--- src/rtl/vga_pkg.sv ---
// vga_pkg: default 640x480@60 timing, RGB565 field positions and the output-alignment pipeline word
package vga_pkg;
  localparam int DEF_H_ACTIVE = 640;
  localparam int DEF_H_FP = 16;
  localparam int DEF_H_SYNC = 96;
  localparam int DEF_H_BP = 48;
  localparam int DEF_V_ACTIVE = 480;
  localparam int DEF_V_FP = 10;
  localparam int DEF_V_SYNC = 2;
  localparam int DEF_V_BP = 33;
  localparam int R_MSB = 15;
  localparam int G_MSB = 10;
  localparam int B_MSB = 4;
  typedef struct packed {
    logic hs;
    logic vs;
    logic act;
    logic brd;
    logic fs;
  } vga_ctl_t;
  function automatic int cnt_w(input int n);
    return n < 2 ? 1 : $clog2(n);
  endfunction
endpackage

--- src/rtl/vga_timing_gen.sv ---
// vga_timing_gen: raster counters, raw syncs, active area and frame-boundary strobes
module vga_timing_gen
  import vga_pkg::*;
#(
  parameter int H_ACTIVE = DEF_H_ACTIVE,
  parameter int H_FP = DEF_H_FP,
  parameter int H_SYNC = DEF_H_SYNC,
  parameter int H_BP = DEF_H_BP,
  parameter int V_ACTIVE = DEF_V_ACTIVE,
  parameter int V_FP = DEF_V_FP,
  parameter int V_SYNC = DEF_V_SYNC,
  parameter int V_BP = DEF_V_BP,
  localparam int H_TOTAL = H_ACTIVE + H_FP + H_SYNC + H_BP,
  localparam int V_TOTAL = V_ACTIVE + V_FP + V_SYNC + V_BP,
  localparam int HW = cnt_w(H_TOTAL),
  localparam int VW = cnt_w(V_TOTAL)
) (
  input  logic          vga_clk,
  input  logic          rst,
  output logic [HW-1:0] hcnt,
  output logic [VW-1:0] vcnt,
  output logic          active,
  output logic          active_nxt,
  output logic          hsync_raw,
  output logic          vsync_raw,
  output logic          frame_end,
  output logic          frame_first
);
  logic line_end;
  logic [HW-1:0] hcnt_nxt;
  logic [VW-1:0] vcnt_nxt;
  always_comb begin
    line_end = hcnt == HW'(H_TOTAL - 1);
    frame_end = line_end && vcnt == VW'(V_TOTAL - 1);
    hcnt_nxt = line_end ? '0 : hcnt + 1'b1;
    vcnt_nxt = frame_end ? '0 : line_end ? vcnt + 1'b1 : vcnt;
    active = hcnt < HW'(H_ACTIVE) && vcnt < VW'(V_ACTIVE);
    active_nxt = hcnt_nxt < HW'(H_ACTIVE) && vcnt_nxt < VW'(V_ACTIVE);
    hsync_raw = hcnt >= HW'(H_ACTIVE + H_FP) && hcnt < HW'(H_ACTIVE + H_FP + H_SYNC);
    vsync_raw = vcnt >= VW'(V_ACTIVE + V_FP) && vcnt < VW'(V_ACTIVE + V_FP + V_SYNC);
    frame_first = hcnt == '0 && vcnt == '0;
  end
  always_ff @(posedge vga_clk or posedge rst)
    if (rst) begin
      hcnt <= '0;
      vcnt <= '0;
    end else begin
      hcnt <= hcnt_nxt;
      vcnt <= vcnt_nxt;
    end
endmodule

--- src/rtl/vga_display_pipe.sv ---
// vga_display_pipe: VGA timing, linear picture addressing, frame-latched warning select with blinking border, RGB565 to 4:4:4
module vga_display_pipe
  import vga_pkg::*;
#(
  parameter int H_ACTIVE = DEF_H_ACTIVE,
  parameter int H_FP = DEF_H_FP,
  parameter int H_SYNC = DEF_H_SYNC,
  parameter int H_BP = DEF_H_BP,
  parameter int V_ACTIVE = DEF_V_ACTIVE,
  parameter int V_FP = DEF_V_FP,
  parameter int V_SYNC = DEF_V_SYNC,
  parameter int V_BP = DEF_V_BP,
  parameter bit SYNC_ACT = 1'b0,
  parameter int ADDR_W = 19,
  parameter int RD_LAT = 1,
  parameter int BORDER = 8,
  parameter int BLINK_FRAMES = 30
) (
  input  logic              vga_clk,
  input  logic              rst,
  input  logic              warning_signal,
  input  logic [15:0]       pic_data,
  output logic              hor_syn,
  output logic              ver_syn,
  output logic              pic_select,
  output logic [3:0]        rgb_red,
  output logic [3:0]        rgb_green,
  output logic [3:0]        rgb_blue,
  output logic [ADDR_W-1:0] pic_addr,
  output logic              frame_start
);
  localparam int HW = cnt_w(H_ACTIVE + H_FP + H_SYNC + H_BP);
  localparam int VW = cnt_w(V_ACTIVE + V_FP + V_SYNC + V_BP);
  localparam int FW = cnt_w(BLINK_FRAMES);
  logic [HW-1:0] hcnt;
  logic [VW-1:0] vcnt;
  logic active, active_nxt, hsync_raw, vsync_raw, frame_end, frame_first;
  logic [1:0] warn_sync;
  logic [FW-1:0] fcnt;
  logic blink_on, on_edge, unused_bits;
  vga_ctl_t ctl_raw, ctl_out;
  vga_ctl_t pipe [RD_LAT];
  vga_timing_gen #(
    .H_ACTIVE(H_ACTIVE), .H_FP(H_FP), .H_SYNC(H_SYNC), .H_BP(H_BP),
    .V_ACTIVE(V_ACTIVE), .V_FP(V_FP), .V_SYNC(V_SYNC), .V_BP(V_BP)
  ) u_timing (
    .vga_clk(vga_clk), .rst(rst), .hcnt(hcnt), .vcnt(vcnt), .active(active),
    .active_nxt(active_nxt), .hsync_raw(hsync_raw), .vsync_raw(vsync_raw),
    .frame_end(frame_end), .frame_first(frame_first)
  );
  // address tracks the pixel the counters point at, so it steps when the next pixel is visible
  always_ff @(posedge vga_clk or posedge rst)
    if (rst) pic_addr <= '0;
    else if (frame_end) pic_addr <= '0;
    else if (active_nxt) pic_addr <= pic_addr + 1'b1;
  always_ff @(posedge vga_clk or posedge rst)
    if (rst) begin
      warn_sync <= '0;
      pic_select <= 1'b0;
      fcnt <= '0;
      blink_on <= 1'b1;
    end else begin
      warn_sync <= {warn_sync[0], warning_signal};
      if (frame_end) begin
        pic_select <= warn_sync[1];
        if (!pic_select || !warn_sync[1]) begin
          fcnt <= '0;
          blink_on <= 1'b1;
        end else if (fcnt == FW'(BLINK_FRAMES - 1)) begin
          fcnt <= '0;
          blink_on <= ~blink_on;
        end else fcnt <= fcnt + 1'b1;
      end
    end
  always_comb begin
    on_edge = hcnt < HW'(BORDER) || hcnt >= HW'(H_ACTIVE - BORDER) ||
              vcnt < VW'(BORDER) || vcnt >= VW'(V_ACTIVE - BORDER);
    ctl_raw = {hsync_raw, vsync_raw, active, active && on_edge && pic_select && blink_on, frame_first};
  end
  always_ff @(posedge vga_clk or posedge rst)
    if (rst) begin
      for (int i = 0; i < RD_LAT; i++) pipe[i] <= '0;
    end else begin
      pipe[0] <= ctl_raw;
      for (int i = 1; i < RD_LAT; i++) pipe[i] <= pipe[i-1];
    end
  assign ctl_out = pipe[RD_LAT-1];
  assign unused_bits = ^{pic_data[11], pic_data[6:5], pic_data[0]};
  always_comb begin
    hor_syn = ctl_out.hs ? SYNC_ACT : ~SYNC_ACT;
    ver_syn = ctl_out.vs ? SYNC_ACT : ~SYNC_ACT;
    frame_start = ctl_out.fs;
    rgb_red = !ctl_out.act ? 4'h0 : ctl_out.brd ? 4'hF : pic_data[R_MSB -: 4];
    rgb_green = ctl_out.act && !ctl_out.brd ? pic_data[G_MSB -: 4] : 4'h0;
    rgb_blue = ctl_out.act && !ctl_out.brd ? pic_data[B_MSB -: 4] : 4'h0;
  end
endmodule

--- config.mk ---
export PLATFORM = sky130hd
export DESIGN_NAME = vga_display_pipe
export DESIGN_NICKNAME = d
export VERILOG_FILES = /design/src/rtl/vga_pkg.sv /design/src/rtl/vga_timing_gen.sv /design/src/rtl/vga_display_pipe.sv
export SDC_FILE = /design/constraint.sdc
export NUM_CORES = 1
export LEC_CHECK = 0
export CAP_MARGIN = 20
export CORE_ASPECT_RATIO = 0.7
export CORE_MARGIN = 3
export CORE_UTILIZATION = 40
export CTS_BUF_LIST = sky130_fd_sc_hd__clkbuf_2
export CTS_CLUSTER_SIZE = 25
export DETAILED_ROUTE_END_ITERATION = 12
export GPL_ROUTABILITY_DRIVEN = 0
export PLACE_DENSITY = 0.66
export SLEW_MARGIN = 25
export SYNTH_ARGS = -nofsm -noshare
export SYNTH_HDL_FRONTEND = slang
export SYNTH_SLANG_ARGS = --single-unit
export TNS_END_PERCENT = 100
--- constraint.sdc ---
create_clock -name vga_clk -period 4 [get_ports vga_clk]
set_input_delay 0.8 -clock vga_clk [delete_from_list [all_inputs] [get_ports vga_clk]]
set_output_delay 0.8 -clock vga_clk [all_outputs]
set_load 0.02 [all_outputs]
# Word level (Yosys, flattened, before mapping)
# Cells that the tools add are included.
[totals] regBits=53 latch_bits=0 ram_bits=0 rom_bits=0 input_bits=19 out_inout_bits=35 memories=0
[op_classes] addsub=4 mul=0 div=0 order_cmp=12 n_eq_ne=3 shift=0 n_mux=15 bitwise=1 reduce_logical=22
[ops] cell="$mux W19" count=2
[ops] cell="$lt A10 B10 Y1 const B" count=3
[ops] cell="$lt A10 B9 Y1 const B" count=3
[ops] cell="$mux W10" count=3
[ops] cell="$add A10 B1 Y10 const B" count=2
[ops] cell="$eq A10 B10 Y1 const B" count=2
[ops] cell="$ge A10 B10 Y1 const B" count=2
[ops] cell="$ge A10 B9 Y1 const B" count=2
[ops] cell="$logic_not A10 Y1" count=2
[ops] cell="$lt A10 B4 Y1 const B" count=2
[ops] cell="$add A19 B1 Y19 const B" count=1
[ops] cell="$mux W4" count=4
[ops] cell="$logic_and A1 B1 Y1" count=10
[ops] cell="$mux W5" count=2
[ops] cell="$add A5 B1 Y5 const B" count=1
[ops] cell="$eq A5 B5 Y1 const B" count=1
[ops] cell="$logic_or A1 B1 Y1" count=4
[ops] cell="$mux W1" count=4
[ops] cell="$reduce_bool A2 Y1" count=2
[ops] cell="$logic_not A1 Y1" count=3
[ops] cell="$reduce_and A2 Y1" count=1
[ops] cell="$not A1 Y1" count=1

# Logic depth before layout (Yosys ltp)
[logic_depth] ltp_word=7 depth_mapped=10

# By module
# From an unflattened synthesis, not the netlist that was laid out.
[unflattened] hier_cells=291 area_unflattened_um2=2840.2
[modules_own_cells] module="vga_display_pipe" instances=1 cells_each=172 area_per_inst_um2=1669.1
[modules_own_cells] module="vga_timing_gen" instances=1 cells_each=119 area_per_inst_um2=1171.1

# Least setup slack after synthesis
# OpenSTA, ideal clock, no wires.
[synth_path] path_type="flip-flop to flip-flop" startpoint="reg u_timing.hcnt[5]" endpoint="reg pic_addr[11]" setup_time_ns=0.073 arrival_ns=2.536 required_time_ns=3.927 slack_ns=1.391 stages_incl_launch_ff=9 path_buffers=2 path_cell_list="dfrtp_1 > or4b_4 > or3_4 > or3_4 > a211oi_4 > buf_6 > buf_12 > o31ai_2 > a21oi_2"
[synth_via] elab_chain_cells=6 elab_cells_between_ends=11
[synth_rtl] item="from (decl)" line="vga_timing_gen.sv:20" source="output logic [HW-1:0] hcnt,"
[synth_rtl] item="from (signal assigned)" line="vga_timing_gen.sv:48" source="hcnt <= hcnt_nxt;"
[synth_rtl] item="branches (longest 6 deep; another with $add A10 B1 Y10)"
[synth_rtl] item="to (signal assigned)" line="vga_display_pipe.sv:55" source="else if (active_nxt) pic_addr <= pic_addr + 1'b1;"
[synth_rtl] item="to (decl)" line="vga_display_pipe.sv:29" source="output logic [ADDR_W-1:0] pic_addr,"
# Several ways; the timed one is not identified.
# A chain may end at the register's enable or synchronous reset.

# Final worst setup path
[layout_path] startpoint="reg u_timing.vcnt[4]" endpoint="reg pic_addr[17]"
[layout_via] elab_chain_cells=6 elab_cells_between_ends=9
[layout_rtl] item="from (decl)" line="vga_timing_gen.sv:21" source="output logic [VW-1:0] vcnt,"
[layout_rtl] item="from (signal assigned)" line="vga_timing_gen.sv:49" source="vcnt <= vcnt_nxt;"
[layout_rtl] item="$add A10 B1 Y10 or $eq A10 B10 Y1 (tied branches)" line="vga_timing_gen.sv:36, vga_timing_gen.sv:34"
[layout_rtl] item="$mux W10 or $logic_and A1 B1 Y1 (tied branches)" line="vga_timing_gen.sv:36, vga_timing_gen.sv:34"
[layout_rtl] item="$mux W10" line="vga_timing_gen.sv:36" source="vcnt_nxt = frame_end ? '0 : line_end ? vcnt + 1'b1 : vcnt;"
[layout_rtl] item="$lt A10 B9 Y1" line="vga_timing_gen.sv:38" source="active_nxt = hcnt_nxt < HW'(H_ACTIVE) && vcnt_nxt < VW'(V_ACTIVE);"
[layout_rtl] item="$logic_and A1 B1 Y1" line="vga_timing_gen.sv:38"
[layout_rtl] item="$reduce_bool A2 Y1 (no line)"
# Parallel ways exist; a longest one is shown, timed or not.

==> impl_metrics.toml <==
[status]
outcome = "finished, final reports clean"

[place]
portBuffers = 49
detailedPlace.worstSlack_ns = 1.13
place_hpwl_mm = 5.07

[critical_path]
critPathRequiredTime_ns = 4.43
crit_path_top_delay_cell = "sky130_fd_sc_hd__or4_1"
crit_chain = "or4_1 -> or3_1 -> a21oi_4 -> o22ai_4 -> or4_1 -> a21oi_2"
cp.buffers_inverters = 0
cp_data_arrival_time_ns = 3.35
timing_worst_setup_path_type = "flip-flop to flip-flop"
worst_path_most_repeated_cell = "sky130_fd_sc_hd__or4_1"
worst_path_dominant_cell_family = "simple AND/OR/NAND/NOR gates"
cp-startpoint = "u_timing.vcnt[4]$_DFFE_PP0P_"
worst_setup_path_start_kind = "flip-flop"
crit_path_max_incr_delay_ns = 0.61
critPathCaptureType = "flip-flop"
r2r-start = "u_timing.vcnt[4]$_DFFE_PP0P_"
worst_path_fanout_max = 27

[detailed_routing]
wl_mm = 7.03
dr.pass1.iters = 4
detail-route-antenna-nets = 0
wl_per_cell_um = 15.5
drc = 0
routed_via_density = 5.64
drtIter0Drc = 115
routed-via-count = 2555

[cts]
clock-sinks = 53
htree_levels = 2
clk_root_buffer_cell = "sky130_fd_sc_hd__clkbuf_2"
ctsResizeCount = 0
cts_post_setup_buffers_inserted = 0
cts_inserted_buffers = 5
clk_transition_reported_paths_ns = 0.31
cts_hold_buffers = 0
clock_latency_reported_for_the_late_side_of_the_worst_skew_pair_ns = 0.47
cts_tree = "built"
cts-root-to-sink-buffers = 2

[floorplanning]
num_rows = 25
fp.dieArea_um2 = 8730
core_region_area_um2 = 7070
die_w_um = 110
initial_utilization_pct = 43.2
die_h_um = 79.1
pin_count = 54

[synth]
synthMostInstantiatedCell = "sky130_fd_sc_hd__dfrtp_1"
postSynthCellCount = 316
synthesis.area_um2 = 3050
synthTopCellsByArea = "sky130_fd_sc_hd__dfrtp_1 (43%), sky130_fd_sc_hd__nand2_1 (3.9%), sky130_fd_sc_hd__nand3_1 (3.8%)"
syn_nets = 342
seq_area_frac_synth_pct = 43.5
yosysWarnings = 0
synth-async-reset-ratio_pct = 100
synth.avg_cell_area_um2 = 9.65
register_bit_total_from_synthesis = 53
top_reg_cell_synth = "sky130_fd_sc_hd__dfrtp_1"
count_of_flip_flops_with_a_built_in_enable_after_synthesis = 0
synth_cell_types = 50
ys_top_cells_by_count = "sky130_fd_sc_hd__dfrtp_1 (52), sky130_fd_sc_hd__nand2_1 (32), sky130_fd_sc_hd__nand3_1 (23)"
netlist.area_leader.share_pct = 42.7
synth_largest_area_cell = "sky130_fd_sc_hd__dfrtp_1"

[hold_path]
min-delay-path-class = "flip-flop to flip-flop"
worstHoldStart = "warn_sync[0]$_DFF_PP0_"

[power_and_ir_drop]
static-leakage-power_nw = 1.49
total_power_uw = 820
power.ir.vdd_worst_mv = 0.121
cell_area_power_density_nw_per_um2 = 226

[sta]
fmaxAchievable_ghz = 0.343
clock_skew_ns = 0.0335
period_needed_ns = 2.92
timing.final.setup_violations = 0
timing.final.ws_setup_ns = 1.08
max_slew_margin_pct = 44.3
grt_setup_unrepaired = "no"
tns_setup_ns = 0
final_clock_period_utilization_by_the_worst_path_pct = 72.9
slew_violations = 0
holdWs_ns = 0.389
final_hold_viol_count = 0
worst_pin_slew_ns = 0.836

[final_layout]
layout.filler_cells = 661
drive_gt1_share_pct = 11.4
multi_input_comb_area_um2 = 1570
post_layout_nets = 384
syn2layout_area_growth_pct = 18.8
antenna_cells = 0
area.sequential_um2 = 1330

[global_routing]
vias_in_the_first_global_route = 2422
grt_first_pass_wirelength_mm = 11.7
antenna_found_initial = 0
grt_overflow = 0
grt_usage_pct = 16.7
grt_max_degree = 31

[run]
max-cap-violations = 0
-- worst reg2reg max path: stages, from the launching register on --
cell	delay, ns
sky130_fd_sc_hd__dfrtp_1	0.57
sky130_fd_sc_hd__or4_1	0.60
sky130_fd_sc_hd__or3_1	0.48
sky130_fd_sc_hd__a21oi_4	0.22
sky130_fd_sc_hd__o22ai_4	0.25
sky130_fd_sc_hd__or4_1	0.62
sky130_fd_sc_hd__a21oi_2	0.16
-- path summary, 6_finish.rpt --
path | cells past startpoint | end | slack [ns]
setup / recovery | 6 | pic_addr[17]$_DFFE_PP0P_ | 1.08
hold / removal | 0 | warn_sync[1]$_DFF_PP0_ | 0.39
setup reg to reg | 6 | pic_addr[17]$_DFFE_PP0P_ | 1.08
hold reg to reg | 0 | warn_sync[1]$_DFF_PP0_ | 0.39
max in group asynchronous | 3 | blink_on$_DFFE_PP1P_ | 2.48
min in group asynchronous | 2 | u_timing.vcnt[5]$_DFF_PP0_ | 0.68
-- placed cells by master, fill, tap and decap left out, drive strengths merged, types with 7 or more instances in the layout --
cell type | synthesis | final
a21oi | 16 | 16
and2 | 10 | 10
and3 | 11 | 11
clkdlybuf4s50 | 0 | 49
dfrtp | 52 | 52
ha | 7 | 7
inv | 9 | 10
nand2 | 32 | 32
nand3 | 23 | 23
nand4 | 8 | 8
nor2 | 18 | 18
nor3 | 8 | 8
nor4 | 7 | 7
o21a | 8 | 8
o21ai | 15 | 15
o31ai | 12 | 12
or4 | 11 | 11
xor2 | 7 | 7
-- logic make-up (layout without fill, tap and decap cells) --
group                    count (synthesis)  in the layout  share of synthesized area, %
AO/OA/AOI/OAI                           71             71                          19.4
XOR/XNOR                                11             11                          3.16
adder cells (fa/ha/maj)                  7              7                          2.87
buffers and inverters                   28             71                          4.96
flip-flops                              53             53                          43.5
AND/OR/NAND/NOR                        146            146                          26.1
-- registers in the layout, summed over array words and instances, names as in the netlist --
name and count:
u_timing.vcnt 10, fcnt 5, pic_addr 19, warn_sync 2
blink_on 1, u_timing.hcnt 10, ctl_out 4, frame_start 1
pic_select 1
-- where the power goes --
part	switching, mW	leakage, nW	internal (mW)
Combinational	0.0240	0.761	0.0259
Sequential	0.000525	0.698	0.539
Clock	0.186	0.0294	0.0444
-- per-layer routing --
layer,GRT usage [%],wire [um],part of all wire [%]
met2,24.8,2990,43
met1,25.0,3530,50
met3,3.74,461,6.6
met5,0,0,0
met4,3.44,46,0.65
-- per-stage QoR --
step	instances	area (um^2)	utilization, %
finish	453	3620	51.3
global route	453	3620	51.3
CTS	453	3620	51.3
detailed placement	445	3580	50.6
global placement	445	3580	50.6
floorplan	316	3050	-
-- area by class of cell --
class / instances / share of cell area (%)
clock buffers: 5 / 0.690
multi-input cells: 235 / 43.4
clock inverters: 3 / 0.587
repair buffers: 54 / 14.6
well taps: 94 / 3.24
flip-flops and latches: 53 / 36.6
inverters: 9 / 0.932
Note: power is estimated with default switching activity, not from simulation.
